File: src/rtl/mult_display_if.sv
// Interface: mult_display_if
// Bundles the product handoff from the multiplier with the converted value
// and the display pins, so the display stage takes one port for all of them.
//   master : the multiplier/board side. Drives result/done and sees the
//            BCD value and the display pins.
//   slave  : mult_display. Takes result/done and drives bcd, bcd_valid,
//            busy, seg and an.
// Signals:
//   result    [WIDTH-1:0]    product from the multiplier
//   done                     completion level; a rising edge means a new product
//   bcd       [4*DIGITS-1:0] converted value; digit 0 (ones) is in [3:0]
//   bcd_valid                one-cycle pulse when bcd has just been updated
//   busy                     a conversion is in progress
//   seg       [6:0]          segments {g,f,e,d,c,b,a}, active-low
//   an        [DIGITS-1:0]   digit enables, active-low one-hot
interface mult_display_if #(
  parameter int WIDTH  = 6,
  parameter int DIGITS = 2
) ();
  logic [WIDTH-1:0]    result;
  logic                done;
  logic [4*DIGITS-1:0] bcd;
  logic                bcd_valid;
  logic                busy;
  logic [6:0]          seg;
  logic [DIGITS-1:0]   an;

  modport master (
    output result, done,
    input  bcd, bcd_valid, busy, seg, an
  );

  modport slave (
    input  result, done,
    output bcd, bcd_valid, busy, seg, an
  );
endinterface

File: src/rtl/mult_display.sv
// Module: mult_display
// Display stage that follows the sequential multiplier. It captures the
// product on each rising edge of done. It converts the product to BCD with a
// double-dabble that does one shift per clock. It shows the result on a
// time-multiplexed, active-low, common-anode 7-segment display.
// Ports:
//   clk  : system clock, rising edge
//   rst  : synchronous reset, active-high
//   bus  : mult_display_if.slave
//          inputs  result, done
//          outputs bcd, bcd_valid, busy, seg, an
// Parameters:
//   WIDTH       : product width; requires 10**DIGITS > 2**WIDTH-1
//   DIGITS      : number of BCD digits
//   REFRESH_DIV : clock cycles each digit stays lit (>=2)
//   BLANK_LZ    : 1 blanks leading zero digits. Digit 0 is never blanked.
module mult_display #(
  parameter int WIDTH       = 6,
  parameter int DIGITS      = 2,
  parameter int REFRESH_DIV = 50000,
  parameter int BLANK_LZ    = 1
) (
  input  logic           clk,
  input  logic           rst,
  mult_display_if.slave  bus
);

  localparam int BCD_W = 4 * DIGITS;
  localparam int CNT_W = $clog2(WIDTH + 1);
  localparam int RC_W  = $clog2(REFRESH_DIV);
  localparam int IDX_W = (DIGITS > 1) ? $clog2(DIGITS) : 1;

  typedef enum logic {
    IDLE,
    CONVERT
  } state_e;

  // Common-anode segment patterns. A value above 9 shows blank.
  function automatic logic [6:0] seg_decode(input logic [3:0] d);
    logic [6:0] s;
    case (d)
      4'd0:    s = 7'h40;
      4'd1:    s = 7'h79;
      4'd2:    s = 7'h24;
      4'd3:    s = 7'h30;
      4'd4:    s = 7'h19;
      4'd5:    s = 7'h12;
      4'd6:    s = 7'h02;
      4'd7:    s = 7'h78;
      4'd8:    s = 7'h00;
      4'd9:    s = 7'h10;
      default: s = 7'h7F;
    endcase
    return s;
  endfunction

  state_e               state_q, state_d;
  logic                 done_q, done_d;
  logic [WIDTH-1:0]     shreg_q, shreg_d;
  logic [BCD_W-1:0]     work_q, work_d;
  logic [CNT_W-1:0]     cnt_q, cnt_d;
  logic                 pend_q, pend_d;
  logic [WIDTH-1:0]     pend_val_q, pend_val_d;
  logic [BCD_W-1:0]     bcd_q, bcd_d;
  logic                 bcd_valid_q, bcd_valid_d;
  logic                 busy_q, busy_d;
  logic [RC_W-1:0]      ref_cnt_q, ref_cnt_d;
  logic [IDX_W-1:0]     idx_q, idx_d;
  logic [6:0]           seg_q, seg_d;
  logic [DIGITS-1:0]    an_q, an_d;

  logic                 start;
  logic [BCD_W-1:0]     work_adj;
  logic [BCD_W+WIDTH-1:0] shifted;
  logic [DIGITS-1:0]    lz;
  logic [3:0]           digit;
  logic                 blank;

  // One double-dabble step. Each nibble of 5 or more gets +3. Then the
  // BCD/binary pair shifts left by one bit.
  always_comb begin
    // NOTE: each always_comb output gets a default before any branch. A path
    // that leaves it unassigned would infer a latch.
    work_adj = work_q;
    for (int k = 0; k < DIGITS; k++) begin
      if (work_q[4*k +: 4] >= 4'd5) work_adj[4*k +: 4] = work_q[4*k +: 4] + 4'd3;
    end
    shifted = {work_adj, shreg_q} << 1;
  end

  // Edge detect, conversion FSM, and the one-deep pending slot.
  always_comb begin
    done_d      = bus.done;
    start       = bus.done & ~done_q;
    state_d     = state_q;
    shreg_d     = shreg_q;
    work_d      = work_q;
    cnt_d       = cnt_q;
    pend_d      = pend_q;
    pend_val_d  = pend_val_q;
    bcd_d       = bcd_q;
    bcd_valid_d = 1'b0;
    busy_d      = busy_q;

    case (state_q)
      IDLE: begin
        // A fresh edge takes priority over an older pending value.
        if (start || pend_q) begin
          shreg_d = start ? bus.result : pend_val_q;
          work_d  = '0;
          cnt_d   = '0;
          busy_d  = 1'b1;
          pend_d  = 1'b0;
          state_d = CONVERT;
        end
      end
      CONVERT: begin
        if (start) begin
          pend_val_d = bus.result;
          pend_d     = 1'b1;
        end
        work_d  = shifted[BCD_W+WIDTH-1:WIDTH];
        shreg_d = shifted[WIDTH-1:0];
        cnt_d   = cnt_q + 1'b1;
        // bcd changes only here, so it never shows a partial conversion.
        if (cnt_q == CNT_W'(WIDTH - 1)) begin
          bcd_d       = shifted[BCD_W+WIDTH-1:WIDTH];
          bcd_valid_d = 1'b1;
          busy_d      = 1'b0;
          state_d     = IDLE;
        end
      end
    endcase
  end

  // Display refresh: advance to the next digit when the prescaler wraps.
  // an and seg are both computed from idx_d, so they change on the same edge.
  always_comb begin
    logic zero_run;
    ref_cnt_d = ref_cnt_q + 1'b1;
    idx_d     = idx_q;
    if (ref_cnt_q == RC_W'(REFRESH_DIV - 1)) begin
      ref_cnt_d = '0;
      idx_d     = (idx_q == IDX_W'(DIGITS - 1)) ? '0 : idx_q + 1'b1;
    end

    // lz[k] is set when digit k and every digit above it are zero.
    zero_run = 1'b1;
    lz       = '0;
    for (int k = DIGITS - 1; k >= 0; k--) begin
      zero_run = zero_run & (bcd_q[4*k +: 4] == 4'd0);
      lz[k]    = zero_run;
    end

    digit = bcd_q[4*int'(idx_d) +: 4];
    blank = (BLANK_LZ != 0) && (idx_d != '0) && lz[idx_d];
    seg_d = blank ? 7'h7F : seg_decode(digit);
    an_d  = ~(DIGITS'(1) << idx_d);
  end

  // NOTE: rst is synchronous. It is sampled only at the clock edge, so it is
  // not in the sensitivity list.
  always_ff @(posedge clk) begin
    if (rst) begin
      // NOTE: sequential state uses non-blocking assignments. Every flop then
      // sees the values from before the edge.
      state_q     <= IDLE;
      done_q      <= 1'b0;
      shreg_q     <= '0;
      work_q      <= '0;
      cnt_q       <= '0;
      pend_q      <= 1'b0;
      pend_val_q  <= '0;
      bcd_q       <= '0;
      bcd_valid_q <= 1'b0;
      busy_q      <= 1'b0;
      ref_cnt_q   <= '0;
      idx_q       <= '0;
      seg_q       <= 7'h40;
      an_q        <= ~DIGITS'(1);
    end else begin
      state_q     <= state_d;
      done_q      <= done_d;
      shreg_q     <= shreg_d;
      work_q      <= work_d;
      cnt_q       <= cnt_d;
      pend_q      <= pend_d;
      pend_val_q  <= pend_val_d;
      bcd_q       <= bcd_d;
      bcd_valid_q <= bcd_valid_d;
      busy_q      <= busy_d;
      ref_cnt_q   <= ref_cnt_d;
      idx_q       <= idx_d;
      seg_q       <= seg_d;
      an_q        <= an_d;
    end
  end

  assign bus.bcd       = bcd_q;
  assign bus.bcd_valid = bcd_valid_q;
  assign bus.busy      = busy_q;
  assign bus.seg       = seg_q;
  assign bus.an        = an_q;

endmodule

File: src/flat_wrapper.sv
// flat-port wrapper written by rule: the top's interface ports become plain ports
module mult_display_flat 
#(
  parameter int WIDTH       = 6,
  parameter int DIGITS      = 2,
  parameter int REFRESH_DIV = 50000,
  parameter int BLANK_LZ    = 1
)
  (clk, rst, bus_result, bus_done, bus_bcd, bus_bcd_valid, bus_busy, bus_seg, bus_an);
  mult_display_if #(.WIDTH(WIDTH), .DIGITS(DIGITS)) bus_i ();
  input  logic clk;
  input  logic rst;
  input wire logic [$bits(bus_i.result)-1:0] bus_result;
  input wire logic [$bits(bus_i.done)-1:0] bus_done;
  output wire logic [$bits(bus_i.bcd)-1:0] bus_bcd;
  output wire logic [$bits(bus_i.bcd_valid)-1:0] bus_bcd_valid;
  output wire logic [$bits(bus_i.busy)-1:0] bus_busy;
  output wire logic [$bits(bus_i.seg)-1:0] bus_seg;
  output wire logic [$bits(bus_i.an)-1:0] bus_an;
  assign bus_i.result = bus_result;
  assign bus_i.done = bus_done;
  assign bus_bcd = bus_i.bcd;
  assign bus_bcd_valid = bus_i.bcd_valid;
  assign bus_busy = bus_i.busy;
  assign bus_seg = bus_i.seg;
  assign bus_an = bus_i.an;
  mult_display #(.WIDTH(WIDTH), .DIGITS(DIGITS), .REFRESH_DIV(REFRESH_DIV), .BLANK_LZ(BLANK_LZ)) u_core (.clk(clk), .rst(rst), .bus(bus_i));
endmodule
File: config.mk
export PLATFORM = sky130hd
export DESIGN_NAME = mult_display_flat
export DESIGN_NICKNAME = d
export VERILOG_FILES = /design/src/rtl/mult_display_if.sv /design/src/rtl/mult_display.sv /design/src/flat_wrapper.sv
export SDC_FILE = /design/constraint.sdc
export NUM_CORES = 1
export LEC_CHECK = 0
export BUFFER_PORTS_ARGS = -buffer_cell sky130_fd_sc_hd__buf_2
export CORE_ASPECT_RATIO = 0.5
export CORE_MARGIN = 2
export CORE_UTILIZATION = 60
export CTS_CLUSTER_DIAMETER = 50
export DETAILED_ROUTE_END_ITERATION = 16
export PLACE_DENSITY = 0.92
export RECOVER_POWER = 25
export SLEW_MARGIN = 20
export SYNTH_ARGS = -nofsm -noshare
export SYNTH_HDL_FRONTEND = slang
export SYNTH_SLANG_ARGS = --single-unit
File: constraint.sdc
create_clock -name clk -period 4.5 [get_ports clk]
set_clock_uncertainty 0.15 [all_clocks]
set_input_delay 0.225 -clock clk [delete_from_list [all_inputs] [get_ports clk]]
set_output_delay 0.225 -clock clk [all_outputs]
set_load 0.05 [all_outputs]
* After elaboration in Yosys (flattened, before gate mapping)
Memory sizes are Yosys's and may differ from the RTL's.
Cells that the tools add are included.
** Word-level totals
- RAM bits :: 0
- Latch bits :: 0
- Input bits :: 9
- Flip-flop bits (word level) :: 62
- Bits in read-only memories :: 112
- Memories :: 1
** Memories
- (name not given) :: depth 16, width 7, rd ports 1, clocked after memory_dff 0, wr ports 0, line mult_display.sv:41 : case (d)
** Cells by class
- Order comparisons :: 3
- Reductions and logical operators :: 10
- Shifts and indexed selects :: 2
- $add $sub $neg :: 5
- Equal/unequal tests :: 5
- Multipliers :: 0
- Muxes and demuxes :: 24
- Bitwise logic cells :: 5
- Divide/modulo/power cells :: 0
** Operators by type and width (count)
- $mux W6 :: 3
- $add A16 B1 Y16 const B :: 1
- $eq A16 B16 Y1 const B :: 1
- $pmux W8 S2 :: 1
- $pmux W6 S2 :: 1
- $mux W1 :: 11
- $ge A4 B3 Y1 const B :: 2
- $logic_not A4 Y1 :: 2
- $mux W8 :: 1
- $shiftx A8 B4 Y4 :: 1
- $mux W3 :: 2
- $pmux W1 S2 :: 3
- $pmux W3 S2 :: 1
- $reduce_and A2 Y1 :: 3
- $reduce_or A2 Y1 :: 3
- $add A4 B2 Y4 const B :: 1
- $mux W4 :: 1
- $ne A2 B2 Y1 const B :: 2
- $add A3 B1 Y3 const B :: 1
- $add A3 B2 Y3 const B :: 1
- $eq A3 B3 Y1 const B :: 1
- $and A1 B1 Y1 :: 2
- $lt A1 B2 Y1 const B :: 1
- $ne A2 B1 Y1 const B :: 1
- 6 further kinds :: 7

* Logic depth before layout (Yosys ltp)
Gate-level depths: netlist of run 1.
- Depth in word-level cells :: 7
- Gate-level depth with buffers :: 12

* Least setup slack after synthesis of run 1
OpenSTA, ideal clock, no wires.
- Kind :: register -> register
- From :: reg u_core.ref_cnt_q[7]
- To :: reg u_core.seg_q[4], in the netlist u_core.bus.seg[4]
- Setup slack :: 1656 ps
- Required time :: 4279 ps
- Stages on the path, launching flop included :: 11
- Data arrival time :: 2624 ps
- Buffers on the path :: 1
- Cells stage by stage :: dfxtp_1 > or4b_4 > nor4_4 > xnor2_2 > buf_2 > nand2_1 > and2_1 > ha_1 > a2111oi_0 > a21oi_1 > a21oi_1
** Between the ends
- Word-level cells in the longest chain between the ends :: 6
- Elaborated cells between the ends (all ways) :: 8
- Those cells by class :: eq/ne: 1; shift: 1; mux: 4; reduce/logical: 1; memory: 1
** RTL lines
- from (decl) :: line mult_display.sv:67 : logic [RC_W-1:0] ref_cnt_q, ref_cnt_d;
- from (signal assigned) :: line mult_display.sv:192 : ref_cnt_q <= ref_cnt_d;
- $eq A16 B16 Y1 * :: line mult_display.sv:142 : if (ref_cnt_q == RC_W'(REFRESH_DIV - 1)) begin
- $mux W1 * :: line mult_display.sv:142
- parallel branches: the longest is 3 deep, another holds $mem_v2 Z16 W7
- $mux W6 * :: line mult_display.sv:157 : seg_d = blank ? 7'h7F : seg_decode(digit);
- to (signal assigned) :: line mult_display.sv:194 : seg_q <= seg_d;
- to (decl) :: line mult_display.sv:69 : logic [6:0] seg_q, seg_d;
Every way passes the cells marked *. The select of a mux whose other input is x is not followed.
A chain may end at the register's enable or synchronous reset.

* Worst setup path after layout of run 1
- From :: reg u_core.ref_cnt_q[6]
- To :: reg u_core.seg_q[4], in the netlist u_core.bus.seg[4]
Same word-level chain as after synthesis.

==> results of run 1 <==
## Yosys cell counts, types with 3 or more instances
cell,n
dfxtp_1,61
nor2_1,43
nand2_1,33
a21oi_1,24
nand3_1,20
clkbuf_1,12
ha_1,12
inv_1,12
xor2_1,12
o21ai_0,9
a221oi_1,5
nor3b_1,5
xnor2_1,5
a22oi_1,4
mux2i_1,4
nor3_1,4
a22o_1,3
a2bb2oi_1,3
nand2b_1,3
nor2b_1,3
o21ai_1,3
## stage by stage
step	power, W	utilization [%]	hold WS [ps]	instance area (sq um)
2_1_floorplan	0.000616	-	203	2760
3_3_place_gp	0.000628	66.2	280	2910
3_5_place_dp	0.000634	66.2	295	2910
4_1_cts	0.00102	69.9	8.73	3080
5_1_grt	0.00106	69.3	16.9	3050
6_report	0.00102	69.3	16.1	3050
## how the worst max path moves through the flow
stage / start / endpoint / slack, ps / cells past startpoint
2_1_floorplan: u_core.ref_cnt_q[7] / u_core.bus.seg[4] / 1660 / 10
3_3_place_gp: u_core.ref_cnt_q[7] / u_core.bus.seg[4] / 1630 / 10
3_5_place_dp: u_core.ref_cnt_q[6] / u_core.bus.seg[4] / 1420 / 10
4_1_cts: u_core.ref_cnt_q[6] / u_core.bus.seg[4] / 1230 / 10
5_1_grt: u_core.ref_cnt_q[6] / u_core.bus.seg[4] / 900 / 10
6_report: u_core.ref_cnt_q[6] / u_core.bus.seg[4] / 1190 / 10
## worst max-delay path, delay by kind of cell, from the launching register on
family                     cells  cell delay (ps)
AOI/OAI and AO/OA              3              900
xor gates and xnor gates       1              270
adders and majority gates      1              240
buffers and inverters          1              170
DFF                            1              430
and+or+nand+nor                4             1070
## registers in the layout (all words and copies together) (netlist names), 2 cells and up
| register | count |
|---|---|
| u_core.shreg_q | 6 |
| u_core.bus.seg | 7 |
| u_core.bus.bcd | 8 |
| u_core.work_q | 8 |
| u_core.bus.an | 2 |
| u_core.pend_val_q | 6 |
| u_core.cnt_q | 3 |
| u_core.ref_cnt_q | 16 |
## cells by family (layout without fill, tap and decap cells)
logic type / count (synthesis) / count (layout) / synth area share, %
adders and majority gates: 12 / 12 / 5.44
DFF: 61 / 61 / 44.3
and+or+nand+nor: 127 / 127 / 22.4
AOI/OAI and AO/OA: 61 / 61 / 14.2
muxes: 9 / 9 / 4.04
xor gates and xnor gates: 18 / 18 / 5.99
buffers and inverters: 26 / 54 / 3.72
## cell type report
cell class	count	area (sq um)	share of cell area, %
timing repair buffer	29	129	4.22
multi-input combinational	227	1430	47.0
clock buffer	10	138	4.51
tap	57	71.3	2.34
clock inverter	3	15.0	0.492
sequential	61	1220	40.0
inverter	12	45.0	1.48
## layout by cell type, fill, tap and decap left out, types with 3 or more instances in the layout
cell type	instances
nand3_1	20
o21ai_1	3
dfxtp_1	61
clkbuf_8	10
a221oi_1	5
clkbuf_1	19
a22o_1	3
clkinv_2	3
nor3b_1	5
xor2_1	12
nor2_1	43
ha_1	12
nor2b_1	3
a2bb2oi_1	3
nand2b_1	3
inv_1	12
a21oi_1	24
nand2_1	33
mux2i_1	4
nor3_1	4
buf_2	8
a22oi_1	4
o21ai_0	9
xnor2_1	5
## layer usage
metal  global-route usage, %  wire, um
met1                    28.8      2590
met2                    45.8      2950
met3                    8.20       410
met4                    9.36       104
met5                       0         0
## report_power, final
part,internal (W),switching [W],total [W]
sequential,0.000552,0.0000141,0.000566
combinational,0.0000202,0.0000372,0.0000574
clock,0.000202,0.000192,0.000394
## repair_timing
action / in CTS / in global routing
endpoints found under the hold margin: 1 / 0
hold buffers: 1 / 0
resized for setup: 0 / 0
buffers inserted: 0 / 0
==> impl_metrics.json, run 1 <==
{
  "via_per_inst": 5.86,
  "slew_headroom_pct": 36.7,
  "dp_cells": 385,
  "setup_ws_ps": 1190,
  "timing.rr.start": "u_core.ref_cnt_q[6]",
  "antenna_found_initial": 0,
  "finalSetupViolations": 0,
  "fillCellCount": 329,
  "r2r-end": "u_core.bus.seg[4]",
  "worstRegToRegCells": 10,
  "fp.coreArea_sq_mm": 0.00440,
  "finalCritPeriodShare_pct": 73.6,
  "vias": 2340,
  "cts_buffer_depth": 2,
  "initial_core_util_pct": 62.6,
  "min-delay-path-class": "in -> reg",
  "max_slew.worst_pin.slew_ps": 948,
  "cp-start-kind": "flip-flop",
  "synth_area_sq_mm": 0.00276,
  "pre_cts_slack_ps": 1420,
  "netlist_instances": 314,
  "syn_nets": 335,
  "cts_tree": "yes",
  "holdPathEnd": "u_core.pend_val_q[4]",
  "yosysTopAreaCell": "dfxtp_1",
  "clock_sinks": 61,
  "ys_ff_latch": 61,
  "finalMaxSlewViolations": 0,
  "clk_latency_ps": 340,
  "ys_async_sr_fraction_pct": 0,
  "grt_setup_unrepaired": "false",
  "io_pins": 28,
  "synth_edf_count": 0,
  "crit_type": "reg -> reg",
  "finalNonFillerCells": 399,
  "crit_top_cell": "a21oi_1",
  "synth_cell_types": 49,
  "wl_per_cell_um": 15.2,
  "gp_congestion": 0.927,
  "r2r_slack_ps": 1190,
  "yosysSeqAreaShare_pct": 44.3,
  "synth.area.top_cells": "dfxtp_1, nor2_1, ha_1",
  "maxCapViolations": 0,
  "cp.required_ps": 4610,
  "ys_warn_count": 0,
  "num-nets-final": 361,
  "grt_max_degree": 38,
  "cp.arrival_ps": 3420,
  "htreeDepth": 3,
  "critPathSlowestCell": "a2111oi_0",
  "final_hold_viol_count": 0,
  "ant_nets": 0,
  "die_height_um": 51.9,
  "max_stage_delay_ps": 630,
  "power_density_mw_per_mm2": 333,
  "irDropWorstVdd_mv": 0.158,
  "cp_max_fo": 15,
  "grt_pass1_vias": 2276,
  "dp_hpwl_mm": 4.17,
  "track_usage_pct": 25.4,
  "hold_depth": 3,
  "synthFlopType": "dfxtp_1",
  "synthToLayoutAreaGrowth_pct": 10.7,
  "fp.dieW_um": 99.9,
  "grt.overflow.total": 0,
  "rows": 17,
  "period_needed_ps": 3310,
  "hp-start": "bus_result[4]",
  "antenna_cells": 0,
  "final.setup.tns_ps": 0,
  "drtIter0Drc": 151,
  "wirelength_mm": 6.05,
  "status": "finished, final reports clean",
  "drt_pass1_iterations": 5,
  "max_freq_ghz": 0.302,
  "layout-drive-gt1-share_pct": 9.65,
  "dieArea_sq_mm": 0.00519,
  "synth_area_per_cell_sq_um": 8.78,
  "synth_top_area_share_pct": 44.3,
  "leakagePower_nw": 1.16,
  "cts_buffers": 9,
  "grt_pass1_wl_mm": 10.1,
  "path_cells": "or4b_4, nor4_4, xnor2_2, inv_1, nand2_1, and2_1, ha_1, a2111oi_0, a21oi_1, a21oi_1",
  "drc": 0,
  "cp-end-kind": "flip-flop",
  "numPortBuffers": 27,
  "ctsRootBufferMaster": "clkbuf_8",
  "clkTransAtPathRegs_ps": 60
}
Power figures use the tool's default switching activity.
==> inputs of run 2 (changes only) <==
--- a/config.mk
+++ b/config.mk
@@ -8,10 +8,10 @@
 export BUFFER_PORTS_ARGS = -buffer_cell sky130_fd_sc_hd__buf_2
 export CORE_ASPECT_RATIO = 0.5
 export CORE_MARGIN = 2
-export CORE_UTILIZATION = 60
+export CORE_UTILIZATION = 52
 export CTS_CLUSTER_DIAMETER = 50
 export DETAILED_ROUTE_END_ITERATION = 16
-export PLACE_DENSITY = 0.92
+export PLACE_DENSITY = 0.85
 export RECOVER_POWER = 25
 export SLEW_MARGIN = 20
 export SYNTH_ARGS = -nofsm -noshare
==> constraint.sdc (replaced) <==
create_clock -name clk -period 2.85 [get_ports clk]
set_clock_uncertainty 0.15 [all_clocks]
set_input_delay 0.1425 -clock clk [delete_from_list [all_inputs] [get_ports clk]]
set_output_delay 0.1425 -clock clk [all_outputs]
set_load 0.05 [all_outputs]
==> run 2 against run 1 <==
  * First-iteration DRC count fell by 6.0%
  * Critical path depth did not move
  * Setup slack got worse by 1100 ps
  * Final cell count rose by 7.0%
  * Clock-buffer cell count rose by 1
  * Highest routed layer unchanged
  * Critical endpoint unchanged
  * Combinational power rose by 79%
  * Global-route usage fell by 3.5 points
  * Design area rose by 6.3%
==> impl_metrics.json, run 2 (same netlist as run 1, synthesis figures left out) <==
{
  "status": "finished, final reports clean",
  "r2r_slack_ps": 70,
  "layout_commonest_cell": "dfxtp_1",
  "grt_max_degree": 38,
  "ctsRootBufferMaster": "clkbuf_8",
  "min-delay-path-class": "in -> reg",
  "cp-end-kind": "flip-flop",
  "crit_top_cell": "a21oi_1",
  "num-nets-final": 373,
  "layout-drive-gt1-share_pct": 12.9,
  "finalMaxSlewViolations": 0,
  "drc": 0,
  "critPathLaunch": "u_core.ref_cnt_q[9]",
  "detailed_place.area_sq_mm": 0.00297,
  "largest_reg_flops": 16,
  "antenna_cells": 0,
  "max_slew.worst_pin.slew_ps": 854,
  "die_height_um": 55.5,
  "period_needed_ps": 2780,
  "cts_buffer_depth": 2,
  "synthToLayoutAreaGrowth_pct": 17.6,
  "via_per_inst": 5.54,
  "clk_latency_ps": 340,
  "grt_pass1_vias": 2247,
  "grt.overflow.total": 0,
  "top_register": "u_core.ref_cnt_q",
  "max_freq_ghz": 0.359,
  "finalSetupViolations": 0,
  "slew_headroom_pct": 42.8,
  "fp.coreArea_sq_mm": 0.00502,
  "numPortBuffers": 27,
  "cp-start-kind": "flip-flop",
  "antenna_found_initial": 0,
  "hold_depth": 2,
  "critPathSlowestCell": "or4bb_4",
  "endpoint": "u_core.bus.seg[4]",
  "cp.arrival_ps": 2910,
  "path_cells": "or4bb_4, nor4_4, xnor2_2, inv_2, nand2_1, and2_1, ha_2, a2111oi_2, a21oi_1, a21oi_1",
  "drtIter0Drc": 142,
  "drt_pass1_iterations": 5,
  "grt_pass1_wl_mm": 10.1,
  "vias": 2366,
  "cts_buffers": 9,
  "ant_nets": 0,
  "layout_common_cells": "dfxtp_1, nor2_1, nand2_1",
  "leakagePower_nw": 1.24,
  "crit_type": "reg -> reg",
  "wirelength_mm": 6.16,
  "initial_core_util_pct": 54.9,
  "rows": 18,
  "fp.dieW_um": 107,
  "dp_hpwl_mm": 4.04,
  "finalCritPeriodShare_pct": 97.7,
  "clock_sinks": 61,
  "timing.rr.start": "u_core.ref_cnt_q[9]",
  "wl_per_cell_um": 14.4,
  "pre_cts_slack_ps": 41.5,
  "final_hold_viol_count": 0,
  "max_stage_delay_ps": 570,
  "io_pins": 28,
  "finalNonFillerCells": 427,
  "cp.required_ps": 2980,
  "irDropWorstVdd_mv": 0.291,
  "gp_congestion": 0.970,
  "htreeDepth": 3,
  "r2r-end": "u_core.bus.seg[4]",
  "setup_ws_ps": 65.5,
  "final_area_sq_mm": 0.00324,
  "clkTransAtPathRegs_ps": 70,
  "cts_tree": "yes",
  "power_density_mw_per_mm2": 556,
  "track_usage_pct": 21.9,
  "dieArea_sq_mm": 0.00594,
  "cp_max_fo": 5,
  "worstRegToRegCells": 10,
  "dp_cells": 403,
  "maxCapViolations": 0
}
run 2: timing repair:
item | CTS | global route
setup endpoints to repair | 0 | 2
endpoints found under the hold margin | 8 | 0
hold buffers | 7 | 0
resized for setup | 0 | 7
setup buffers | 0 | 1
run 2: per-layer routing:
layer | track usage [%] | part of all wire [%] | routed length, um | vias to the layer above
met5 | 0 | 0 | 0 | -
met4 | 11.5 | 2.8 | 171 | 0
met3 | 6.14 | 5.6 | 346 | 20
met2 | 37.9 | 49 | 3020 | 66
met1 | 24.8 | 43 | 2630 | 1120
li1 | - | - | - | 1160
run 2: where the power goes:
group | switching, W | leakage, nW | internal, W
logic | 0.0000644 | 0.642 | 0.0000387
registers | 0.0000165 | 0.495 | 0.000871
clock network | 0.000324 | 0.107 | 0.000488
run 2: metrics by stage:
| step | hold slack [ps] | util [%] | TNS [ps] | total power, W |
|---|---|---|---|---|
| after global routing | 193 | 64.6 | -41.8 | 0.00186 |
| after CTS | 151 | 64.6 | 0 | 0.00181 |
| after floorplan | 121 | - | 0 | 0.000973 |
| after global placement | 239 | 59.1 | 0 | 0.000996 |
| final | 156 | 64.6 | 0 | 0.00180 |
| after detailed placement | 264 | 59.1 | 0 | 0.00100 |
run 2: critical path: cells and delay by family (launching register included):
kind / cells / cell delay [ps]
simple gates: 4 / 1150
buf+inv: 1 / 100
xor+xnor: 1 / 170
fa+ha+maj: 1 / 220
compound gates: 3 / 570
flops: 1 / 370
run 2: area by class of cell:
cell class              count  area (sq um)
fillers                   389          1780
multi-input cells         227          1450
repair buffers             41           236
flip-flops and latches     61          1220
inverters                  12          45.0
clock inverters             5          75.1
clock buffers              11           131
well taps                  70          87.6
run 2: how the worst min path moves through the flow:
stage | slack (ps) | to | from
6_report | 160 | u_core.shreg_q[1] | rst
5_1_grt | 190 | u_core.shreg_q[2] | rst
4_1_cts | 150 | u_core.shreg_q[1] | rst
3_5_place_dp | 260 | u_core.done_q | bus_done
3_3_place_gp | 240 | u_core.done_q | bus_done
2_1_floorplan | 120 | u_core.done_q | bus_done
==> inputs of run 3 (changes only) <==
--- a/config.mk
+++ b/config.mk
@@ -11,7 +11,7 @@
 export CORE_UTILIZATION = 52
 export CTS_CLUSTER_DIAMETER = 50
 export DETAILED_ROUTE_END_ITERATION = 16
-export PLACE_DENSITY = 0.85
+export PLACE_DENSITY = 0.74
 export RECOVER_POWER = 25
 export SLEW_MARGIN = 20
 export SYNTH_ARGS = -nofsm -noshare
==> run 3 against run 2 <==
  * Critical path depth fell by 1
  * Hold slack better by 11 ps
  * Clock-buffer cell count grew 1
  * Critical path type unchanged
  * Maximum frequency rose by 2.8%
  * Clock power is 6.2% higher
  * Via count down 1.3%
  * Final cell count grew 0.23%
  * First-iteration DRC count shrank 9.2%
  * Design area increased by 1.4%
  * Highest routed layer unchanged
==> impl_metrics.json, run 3 (same netlist as run 1, synthesis figures left out) <==
{
  "synthToLayoutAreaGrowth_pct": 19.3,
  "leakagePower_nw": 1.28,
  "cts_buffers": 9,
  "drc": 0,
  "dp_hpwl_mm": 3.90,
  "irDropWorstVdd_mv": 0.324,
  "vias": 2335,
  "final_area_sq_mm": 0.00329,
  "max_freq_ghz": 0.369,
  "die_height_um": 55.5,
  "ctsRootBufferMaster": "clkbuf_8",
  "clk_latency_ps": 340,
  "max_slew.worst_pin.slew_ps": 831,
  "finalMaxSlewViolations": 0,
  "worstRegToRegCells": 9,
  "maxCapViolations": 0,
  "track_usage_pct": 20.6,
  "clkTransAtPathRegs_ps": 70,
  "slew_headroom_pct": 44.4,
  "largest_reg_flops": 16,
  "drt_pass1_iterations": 4,
  "cp.required_ps": 2970,
  "grt_pass1_vias": 2130,
  "fp.dieW_um": 107,
  "io_pins": 28,
  "final_hold_viol_count": 0,
  "initial_core_util_pct": 54.9,
  "total_power_w": 0.00185,
  "finalSetupViolations": 0,
  "detailed_place.area_sq_mm": 0.00296,
  "numPortBuffers": 27,
  "drtIter0Drc": 129,
  "via_per_inst": 5.46,
  "status": "finished, final reports clean",
  "period_needed_ps": 2710,
  "hold_depth": 2,
  "dieArea_sq_mm": 0.00594,
  "rows": 18,
  "ant_nets": 0,
  "finalCritPeriodShare_pct": 95.1,
  "grt_setup_unrepaired": "true",
  "grt_pass1_wl_mm": 9.52,
  "fp.coreArea_sq_mm": 0.00502,
  "grt_max_degree": 38,
  "wirelength_mm": 5.71,
  "wl_per_cell_um": 13.3,
  "cp-end-kind": "flip-flop",
  "grt.overflow.total": 0,
  "cts_buffer_depth": 2,
  "cp_max_fo": 7,
  "layout_common_cells": "dfxtp_1, nor2_1, nand2_1",
  "power_density_mw_per_mm2": 562,
  "htreeDepth": 3,
  "min-delay-path-class": "in -> reg",
  "clock_sinks": 61,
  "setup_ws_ps": 140,
  "top_register": "u_core.ref_cnt_q",
  "cts_tree": "yes",
  "layout_commonest_cell": "dfxtp_1",
  "crit_type": "reg -> reg",
  "pre_cts_slack_ps": 88.6,
  "gp_congestion": 0.780,
  "cp.arrival_ps": 2830,
  "num-nets-final": 374,
  "cp-start-kind": "flip-flop",
  "fin_util_pct": 65.5,
  "layout-drive-gt1-share_pct": 14.5,
  "antenna_cells": 0,
  "antenna_found_initial": 0
}
==> run 3: power breakdown <==
part	switching, W	internal [W]	leakage (nW)
Clock	0.000325	0.000537	0.116
Combinational	0.0000620	0.0000386	0.669
Sequential	0.0000156	0.000871	0.495
Total	0.000402	0.00145	1.28
==> run 3: per-stage QoR <==
step	std cells	setup TNS, ps	hold WS [ps]
3_3_place_gp	402	0	231
6_report	428	0	167
4_1_cts	425	0	156
2_1_floorplan	314	0	121
5_1_grt	428	-11.7	184
3_5_place_dp	402	0	273
==> run 3: layout make-up <==
class / count / area, sq um
clock buffer: 12 / 155
clock inverter: 4 / 70.1
fill: 418 / 1730
inverter: 12 / 45.0
multi-input combinational: 227 / 1450
sequential: 61 / 1220
tap: 70 / 87.6
timing repair buffer: 42 / 260
==> run 3: what timing repair did <==
item,CTS,global route
hold buffers,7,0
pin swaps,0,3
endpoints found under the setup margin,1,2
gates resized for setup,1,7
setup buffers,0,3
endpoints found under the hold margin,8,0
==> run 3: path summary, 6_finish.rpt <==
kind,from,end,slack [ps]
min reg2reg,u_core.pend_val_q[2],u_core.pend_val_q[2],310
max reg2reg,u_core.ref_cnt_q[11],u_core.bus.seg[5],140
max,u_core.ref_cnt_q[11],u_core.bus.seg[5],140
min,rst,u_core.work_q[7],170
==> run 3: worst max-delay path: stages, from the launching register on <==
cell	delay, ps
dfxtp_1	340
or4bb_4	550
nor4_4	280
xnor2_2	210
buf_6	190
nand2_1	80
and2_1	190
ha_1	230
mux2_1	310
o21ai_1	110
==> run 3: layer usage <==
layer  vias to the layer above  global-route usage (%)  wire [um]
met2                        76                    31.2       2530
met4                         0                    6.31         87
met5                         -                       0          0
met1                      1090                    26.1       2660
li1                       1159                       -          -
met3                        10                    9.68        427
